**config.mk**
```make
export PLATFORM = sky130hd
export DESIGN_NAME = display_spi_tx
export DESIGN_NICKNAME = d
export VERILOG_FILES = /design/src/rtl/display_spi_tx.sv
export SDC_FILE = /design/constraint.sdc
export NUM_CORES = 1
export LEC_CHECK = 0
export BUFFER_PORTS_ARGS = -buffer_cell sky130_fd_sc_hd__buf_2
export CORE_MARGIN = 2
export CORE_UTILIZATION = 60
export DETAILED_ROUTE_END_ITERATION = 16
export HOLD_SLACK_MARGIN = 0.15
export PLACE_DENSITY_LB_ADDON = 0.05
export SYNTH_ARGS = -nofsm -noshare
export SYNTH_HDL_FRONTEND = slang
export SYNTH_SLANG_ARGS = --single-unit
```
**constraint.sdc**
```tcl
create_clock -name clk -period 4.3 [get_ports clk]
set_input_delay 1.075 -clock clk [delete_from_list [all_inputs] [get_ports clk]]
set_output_delay 1.075 -clock clk [all_outputs]
set_load 0.01 [all_outputs]
```
**src/rtl/display_spi_tx.sv**
```systemverilog
`timescale 1ns/1ps
// -----------------------------------------------------------------------------
// display_spi_tx
//
// Buffered SPI transmitter for SSD1306-class OLED panels. Command bytes, data
// bytes and panel-reset requests are queued in a FIFO through a valid/ready
// port, then replayed in order on the panel pins. The serial format is SPI
// mode 0, MSB first. SCK rate and the width of the reset pulse are
// parameters.
//
// Optional feature (macro DISPLAY_SPI_BURST_EN):
//   When defined, consecutive byte entries with the same D/C value share one
//   chip-select window. When undefined, CS is released after every byte.
//
// Parameters
//   CLK_DIV       clk cycles per SCK half-period (>= 1)
//   FIFO_DEPTH    FIFO entries (power of two, >= 2)
//   RESET_CYCLES  spi_rst low time, and the recovery time after release
//
// Ports
//   clk, rst          system clock, asynchronous active-high reset
//   in_valid/ready    entry handshake; in_ready = FIFO not full
//   in_reset          entry is a panel-reset request (in_dc/in_byte ignored)
//   in_dc, in_byte    D/C flag (0 = command) and payload
//   busy              FIFO non-empty or engine active
//   fifo_level        number of stored entries
//   spi_din/clk/dc    serial data, SCK, data/command select
//   spi_cs, spi_rst   chip select and panel reset, both active-low
// -----------------------------------------------------------------------------
module display_spi_tx #(
    parameter int CLK_DIV      = 11,
    parameter int FIFO_DEPTH   = 16,
    parameter int RESET_CYCLES = 1000
) (
    input  logic                              clk,
    input  logic                              rst,
    input  logic                              in_valid,
    output logic                              in_ready,
    input  logic                              in_reset,
    input  logic                              in_dc,
    input  logic [7:0]                        in_byte,
    output logic                              busy,
    output logic [$clog2(FIFO_DEPTH+1)-1:0]   fifo_level,
    output logic                              spi_din,
    output logic                              spi_clk,
    output logic                              spi_cs,
    output logic                              spi_dc,
    output logic                              spi_rst
);

    localparam int PW = $clog2(FIFO_DEPTH);
    localparam int LW = $clog2(FIFO_DEPTH + 1);
    localparam int DW = (CLK_DIV > 1) ? $clog2(CLK_DIV) : 1;
    localparam int RW = (RESET_CYCLES > 1) ? $clog2(RESET_CYCLES) : 1;

    localparam logic [LW-1:0] LEVEL_FULL = LW'(FIFO_DEPTH);
    localparam logic [DW-1:0] DIV_LAST   = DW'(CLK_DIV - 1);
    localparam logic [RW-1:0] RST_LAST   = RW'(RESET_CYCLES - 1);

    typedef enum logic [2:0] {
        S_IDLE,
        S_RST_LOW,
        S_RST_WAIT,
        S_LOAD,
        S_SHIFT,
        S_END,
        S_GAP
    } state_e;

    // ---------------------------------------------------------------- FIFO
    // Entry layout: {reset, dc, byte[7:0]}
    logic [9:0]    mem_q [FIFO_DEPTH];
    logic [PW-1:0] wr_ptr_q;
    logic [PW-1:0] rd_ptr_q;
    logic [LW-1:0] level_q;
    logic [LW-1:0] level_d;
    logic [9:0]    head;
    logic          fifo_empty;
    logic          push;
    logic          pop;
    logic          cont;

    state_e        state_q;
    logic [DW-1:0] div_q;
    logic [RW-1:0] rcnt_q;
    logic [3:0]    bit_cnt_q;
    logic [7:0]    sh_q;
    logic          cur_dc_q;
    logic          spi_din_q;
    logic          spi_clk_q;
    logic          spi_cs_q;
    logic          spi_dc_q;
    logic          spi_rst_q;

    assign head       = mem_q[rd_ptr_q];
    assign fifo_empty = (level_q == '0);
    assign in_ready   = (level_q != LEVEL_FULL);
    assign push       = in_valid && in_ready;

    // NOTE: the storage array has no reset; only the pointers and level
    // define which entries are valid, so clearing the array buys nothing.
    always_ff @(posedge clk) begin
        if (push) begin
            mem_q[wr_ptr_q] <= {in_reset, in_dc, in_byte};
        end
    end

    // NOTE: every signal assigned in a combinational block gets a default
    // first, so no path through the block leaves it holding a latched value.
    always_comb begin
        level_d = level_q;
        case ({push, pop})
            2'b10:   level_d = level_q + LW'(1);
            2'b01:   level_d = level_q - LW'(1);
            default: level_d = level_q;
        endcase
    end

    // NOTE: state registers use non-blocking assignments so every flop
    // samples the pre-edge value of its neighbours, independent of order.
    always_ff @(posedge clk or posedge rst) begin
        if (rst) begin
            wr_ptr_q <= '0;
            rd_ptr_q <= '0;
            level_q  <= '0;
        end else begin
            if (push) wr_ptr_q <= wr_ptr_q + PW'(1);
            if (pop)  rd_ptr_q <= rd_ptr_q + PW'(1);
            level_q <= level_d;
        end
    end

    // ------------------------------------------------------ burst decision
`ifdef DISPLAY_SPI_BURST_EN
    // Keep CS low only for a byte entry whose D/C matches the byte on the wire.
    assign cont = !fifo_empty && !head[9] && (head[8] == spi_dc_q);
`else
    assign cont = 1'b0;
`endif

    always_comb begin
        pop = 1'b0;
        if (state_q == S_IDLE && !fifo_empty) pop = 1'b1;
        if (state_q == S_END && cont)         pop = 1'b1;
    end

    // --------------------------------------------------------------- engine
    always_ff @(posedge clk or posedge rst) begin
        if (rst) begin
            state_q   <= S_IDLE;
            div_q     <= '0;
            rcnt_q    <= '0;
            bit_cnt_q <= '0;
            sh_q      <= '0;
            cur_dc_q  <= 1'b0;
            spi_din_q <= 1'b0;
            spi_clk_q <= 1'b0;
            spi_cs_q  <= 1'b1;
            spi_dc_q  <= 1'b0;
            spi_rst_q <= 1'b1;
        end else begin
            case (state_q)
                S_IDLE: begin
                    if (!fifo_empty) begin
                        if (head[9]) begin
                            spi_rst_q <= 1'b0;
                            rcnt_q    <= '0;
                            state_q   <= S_RST_LOW;
                        end else begin
                            cur_dc_q <= head[8];
                            sh_q     <= head[7:0];
                            state_q  <= S_LOAD;
                        end
                    end
                end
                S_RST_LOW: begin
                    if (rcnt_q == RST_LAST) begin
                        spi_rst_q <= 1'b1;
                        rcnt_q    <= '0;
                        state_q   <= S_RST_WAIT;
                    end else begin
                        rcnt_q <= rcnt_q + RW'(1);
                    end
                end
                S_RST_WAIT: begin
                    if (rcnt_q == RST_LAST) begin
                        rcnt_q  <= '0;
                        state_q <= S_IDLE;
                    end else begin
                        rcnt_q <= rcnt_q + RW'(1);
                    end
                end
                S_LOAD: begin
                    spi_cs_q  <= 1'b0;
                    spi_dc_q  <= cur_dc_q;
                    spi_din_q <= sh_q[7];
                    sh_q      <= {sh_q[6:0], 1'b0};
                    bit_cnt_q <= 4'd8;
                    div_q     <= '0;
                    state_q   <= S_SHIFT;
                end
                S_SHIFT: begin
                    if (div_q == DIV_LAST) begin
                        div_q     <= '0;
                        spi_clk_q <= ~spi_clk_q;
                        // SCK currently high: this toggle is a falling edge,
                        // the only point where din may change.
                        if (spi_clk_q) begin
                            bit_cnt_q <= bit_cnt_q - 4'd1;
                            if (bit_cnt_q != 4'd1) begin
                                spi_din_q <= sh_q[7];
                                sh_q      <= {sh_q[6:0], 1'b0};
                            end else begin
                                state_q <= S_END;
                            end
                        end
                    end else begin
                        div_q <= div_q + DW'(1);
                    end
                end
                S_END: begin
                    if (cont) begin
                        cur_dc_q <= head[8];
                        sh_q     <= head[7:0];
                        state_q  <= S_LOAD;
                    end else begin
                        spi_cs_q <= 1'b1;
                        div_q    <= '0;
                        state_q  <= S_GAP;
                    end
                end
                S_GAP: begin
                    if (div_q == DIV_LAST) begin
                        div_q   <= '0;
                        state_q <= S_IDLE;
                    end else begin
                        div_q <= div_q + DW'(1);
                    end
                end
                default: state_q <= S_IDLE;
            endcase
        end
    end

    assign busy       = !fifo_empty || (state_q != S_IDLE);
    assign fifo_level = level_q;
    assign spi_din    = spi_din_q;
    assign spi_clk    = spi_clk_q;
    assign spi_cs     = spi_cs_q;
    assign spi_dc     = spi_dc_q;
    assign spi_rst    = spi_rst_q;

endmodule
```
# After elaboration in Yosys (flattened, before gate mapping)
# Memory sizes are Yosys's and may differ from the RTL's.
# Index checks and enable logic that the tools add are counted.
# Widths: inputs -> output; s select.
# word_totals
output_inout_bits	12
in_bits	13
wordCells	109
mem_bits_rw	160
n_memories	1
register_bits	48
# memory_table
name	depth	width	read_ports	rd_ports_with_merged_regs	wr	line_no	text
mem_q	16	10	1	0	1	72	logic [9:0] mem_q [FIFO_DEPTH];
# classes
mux	37
reduce_logical	25
bitwise	3
eq_ne	22
addsub	7
# op_table
cell	count
$mux 8	5
$mux 10	3
$pmux 8 s3	1
$mux 3	7
$pmux 3 s7	1
$ne 2x2->1 const B	10
$pmux 10 s2	1
$pmux 4 s2	2
$add 4x1->4 const B	3
$mux 4	3
$reduce_bool 2->1	6
$add 10x1->10 const B	1
$eq 10x10->1 const B	1
$pmux 5 s2	1
$eq 3x3->1 const B	3
$mux 1	9
$reduce_and 3->1	3
$reduce_and 4->1	2
$reduce_and 7->1	1
$eq 3x2->1 const B	2
$pmux 1 s2	3
$reduce_and 6->1	1
$reduce_bool 3->1	2
$reduce_or 2->1	3
17 further kinds	20

# Longest topological paths before layout
# depth
word_depth	6
ltp_mapped	15
mapped_depth_nobuf	12

# Worst setup path after synthesis
# No wires, ideal clock.
# synth_timing
path_kind	input port to flip-flop
start	input in_valid
end	register level_q[4] (netlist: fifo_level[4])
setup_time_ns	0.080
n_path_buf	2
path_slack_ns	1.089
required_time_ns	4.220
arrival_ns	3.131
cell_stages	12
cell_sequence	and2_1 clkbuf_1 inv_1 ha_1 clkbuf_1 xor2_1 ha_1 o21a_1 o22a_1 a21oi_1 mux2i_1 xnor2_1
# synth_via
elab_chain_cells	3
word_cells_on_any_way	5
classes_between	eq/ne: 2; mux: 1; reduce/logical: 2
# synth_rtl
element	line_no	text
start: declaration	37	input logic in_valid,
$logic_and 1x1->1 *	98	assign push = in_valid && in_ready;
$eq 2x1->1 or $eq 2x2->1 (tied branches)	112	case ({push, pop})
$pmux 5 s2 or $reduce_bool 2->1 (tied branches)	-	
end signal: assignment	129	level_q <= level_d;
end: declaration	75	logic [LW-1:0] level_q;
# Every way passes the cells marked *; elsewhere a longest branch is shown, timed or not.
# A chain may end at the register's enable or synchronous reset.

# Worst setup path after layout
# layout_timing
start	register state_q[0]
end	register level_q[4] (netlist: fifo_level[4])
# layout_via
elab_chain_cells	5
word_cells_on_any_way	7
classes_between	eq/ne: 2; mux: 2; reduce/logical: 3
# layout_rtl
element	line_no	text
start: declaration	83	state_e state_q;
start signal: assignment	150	state_q <= S_IDLE;
start signal: assignment	168	state_q <= S_RST_LOW;
start signal: assignment	172	state_q <= S_LOAD;
$logic_not 3->1 *	143	if (state_q == S_IDLE && !fifo_empty) pop = 1'b1;
$logic_and 1x1->1 *	143	
$mux 1 *	143	
named net pop	80	logic pop;
$eq 2x1->1 or $eq 2x2->1 (tied branches)	112	
$pmux 5 s2 or $reduce_bool 2->1 (tied branches)	-	
# Mark *: on every way through the listed nets, which the timed path passes. The rest lies on a longest branch.

==> reports/metrics.cfg <==
[worst_setup_path]
crit_path_start_kind=flip-flop
crit_chain=nor3_2 -> o21ai_4 -> inv_2 -> ha_1 -> xor2_1 -> ha_1 -> o21a_1 -> o22a_1 -> a21oi_1 -> mux2i_1 -> xnor2_1
cp_common_cell=ha_1
cp.arrival_ns=3.77
startpoint=state_q[0]$_DFFE_PP0P_
cp_data_required_time_ns=4.73
cp_max_fo=20
critPathKind=reg -> reg
ff2ff_setup_slack_ns=0.96
crit_path_end_kind=flip-flop
cp_slowest_cell=nor3_2
timing.rr.start=state_q[0]$_DFFE_PP0P_
cpPeakStageDelay_ns=0.61

[route]
routed-via-count=4833
vias_per_cell=6.18
post_drt_wl_per_cell_um=21.9
dr.pass1.iters=4
routed_wl_um=17100
drc=0
ant_nets=0
drt-initial-drc-count=395

[floorplan]
initial_core_util=0.613
die_h_um=126
dieWidth_um=126
io_pins=25
rows=44
die-area_um2=15800
coreArea_um2=14500

[global_routing]
grt_max_degree=49
grt_first_pass_wirelength_um=27500
antenna_found_initial=0
track_usage=0.227
grt_pass1_vias=4904
overflow=0

[place]
dp_cells=742
routabilityCongestion=0.847
io_buffers=24
dp_hpwl_um=11400
place_ws_ns=0.987

[final_layout]
area_growth_pct=10.5
final_util=0.677
final_cells=782
fillCellCount=992
drive_gt1_frac=0.212
antennaDiodeCount=0
layout.nets=607

[clocking]
cts_made_buffers=22
ctsResizeCount=0
postCtsSetupBuffers=0
tritoncts=built
cts-root-buf=clkbuf_16
clk-insertion-delay-late_ns=0.51
clk_pin_slew_ns=0.06
htreeDepth=1
clk_path_buf_depth=3
clock_sinks=208
cts_hold_buf=0

[logic_synthesis]
yosys_most_used_dff=edfxtp_1
syn_area_per_cell_um2=16.2
seq_area_frac_synth=0.675
synth_edf_count=160
synthesis.area_um2=8900
syn-num-nets=576
synthArstFlopShare=0.231
yosysUniqueCellTypes=63
synth_cells=551
ys_ff_latch=208
yosysWarnings=0

[timing]
setup_slack_ns=0.964
hold_viol_final=0
max_freq_ghz=0.300
tightest_slew_ns=1.12
period_share=0.776
rsz0062_at_grt=no
period_minus_slack_ns=3.34
slew_headroom=0.251
setup_tns_ns=0
clock_skew_ns=0.0180
slew_viol_final=0
setup_viol=0

[pwr]
p_leak_uw=0.00353
pwr_density_cell_nw_per_um2=691
ir_drop_v=0.000464

[hold_path]
min_from=spi_rst$_DFFE_PP1P_
hold_path_class=reg -> reg

[run]
maxCapViolCount=0

[outcome]
status=complete, no violations

## layer usage
layer | vias to the layer above | GRT usage | share of wire
li1 | 2212 | - | -
met1 | 2470 | 0.343 | 0.44
met2 | 120 | 0.354 | 0.48
met3 | 31 | 0.0348 | 0.053
met4 | 0 | 0.0640 | 0.025
met5 | - | 0 | 0
## power breakdown
group | internal [uW] | switching (uW) | total (uW)
logic | 1040 | 1190 | 2230
registers | 2520 | 388 | 2910
clock network | 953 | 716 | 1670
## sequential cells by signal, indices dropped and copies added, names as in the netlist, 4 cells and up
signal      cells
bit_cnt_q       4
wr_ptr_q        4
div_q           4
fifo_level      5
sh_q            8
rd_ptr_q        4
rcnt_q         10
mem_q         160
## per-stage QoR
| stage | area, um^2 | hold slack, ns | total power, uW |
|---|---|---|---|
| 5_1_grt | 9840 | 0.499 | 7210 |
| 3_3_place_gp | 9210 | 0.474 | 5120 |
| 6_report | 9840 | 0.477 | 6810 |
| 3_5_place_dp | 9210 | 0.469 | 5190 |
| 2_1_floorplan | 8900 | 0.440 | 4620 |
| 4_1_cts | 9840 | 0.476 | 6860 |
## Yosys cell counts, drive strengths merged, types with 8 or more instances
cell	instances	area [um^2]
nor3	10	55.1
dfrtp	46	1150
mux2	12	139
nor2	24	92.6
inv	13	48.8
nand2	34	128
a21o	8	60.1
mux4	38	871
a211oi	12	90.1
edfxtp	160	4800
o22ai	10	62.6
clkbuf	12	45.0
ha	12	150
buf	16	116
a21oi	17	85.1
o21ai	18	113
xnor2	12	105
mux2i	13	130
## area by class of cell
| type | count | area (um^2) | share of cell area |
|---|---|---|---|
| multi-input combinational | 301 | 2700 | 0.275 |
| clock inverter | 6 | 36.3 | 0.00369 |
| timing repair buffer | 35 | 215 | 0.0219 |
| inverter | 14 | 52.6 | 0.00534 |
| sequential | 208 | 6010 | 0.611 |
| clock buffer | 34 | 596 | 0.0605 |
| tap | 184 | 230 | 0.0234 |
## cells by family (layout without fill, tap and decap cells)
| family | after synthesis | count (layout) | synth area share |
|---|---|---|---|
| multiplexers | 63 | 63 | 0.128 |
| AO/OA/AOI/OAI | 93 | 93 | 0.0717 |
| AND/OR/NAND/NOR | 115 | 115 | 0.0670 |
| XOR/XNOR | 18 | 18 | 0.0177 |
| buffers and inverters | 42 | 89 | 0.0240 |
| flip-flops | 208 | 208 | 0.675 |
| adder cells (fa/ha/maj) | 12 | 12 | 0.0169 |
## worst paths after layout
kind / endpoint / cells past startpoint
setup / recovery: fifo_level[4]$_DFFE_PP0P_ / 11
hold / removal: spi_rst$_DFFE_PP1P_ / 2
setup reg to reg: fifo_level[4]$_DFFE_PP0P_ / 11
hold reg to reg: spi_rst$_DFFE_PP1P_ / 2
max in group asynchronous: rd_ptr_q[0]$_DFFE_PP0P_ / 2
min in group asynchronous: rcnt_q[0]$_DFFE_PP0P_ / 2
## worst max-delay path: cells and delay by family (launching register included)
kind	cells	cell delay, ns
AO/OA/AOI/OAI	4	0.76
adder cells (fa/ha/maj)	2	0.62
AND/OR/NAND/NOR	1	0.61
flip-flops	1	0.59
XOR/XNOR	2	0.26
multiplexers	1	0.24
buffers and inverters	1	0.19
## placed cells by master (no fill, tap or decap), types with 13 or more instances in the layout
cell type  netlist  layout
edfxtp_1       160     160
dfrtp_1         46      45
nand2_1         34      34
mux4_2          34      34
buf_2            6      24
nor2_1          23      23
clkbuf_16        0      22
a21oi_1         17      17
o21ai_0         16      16
mux2i_1         13      13
Note: power is estimated with default switching activity, not from simulation.
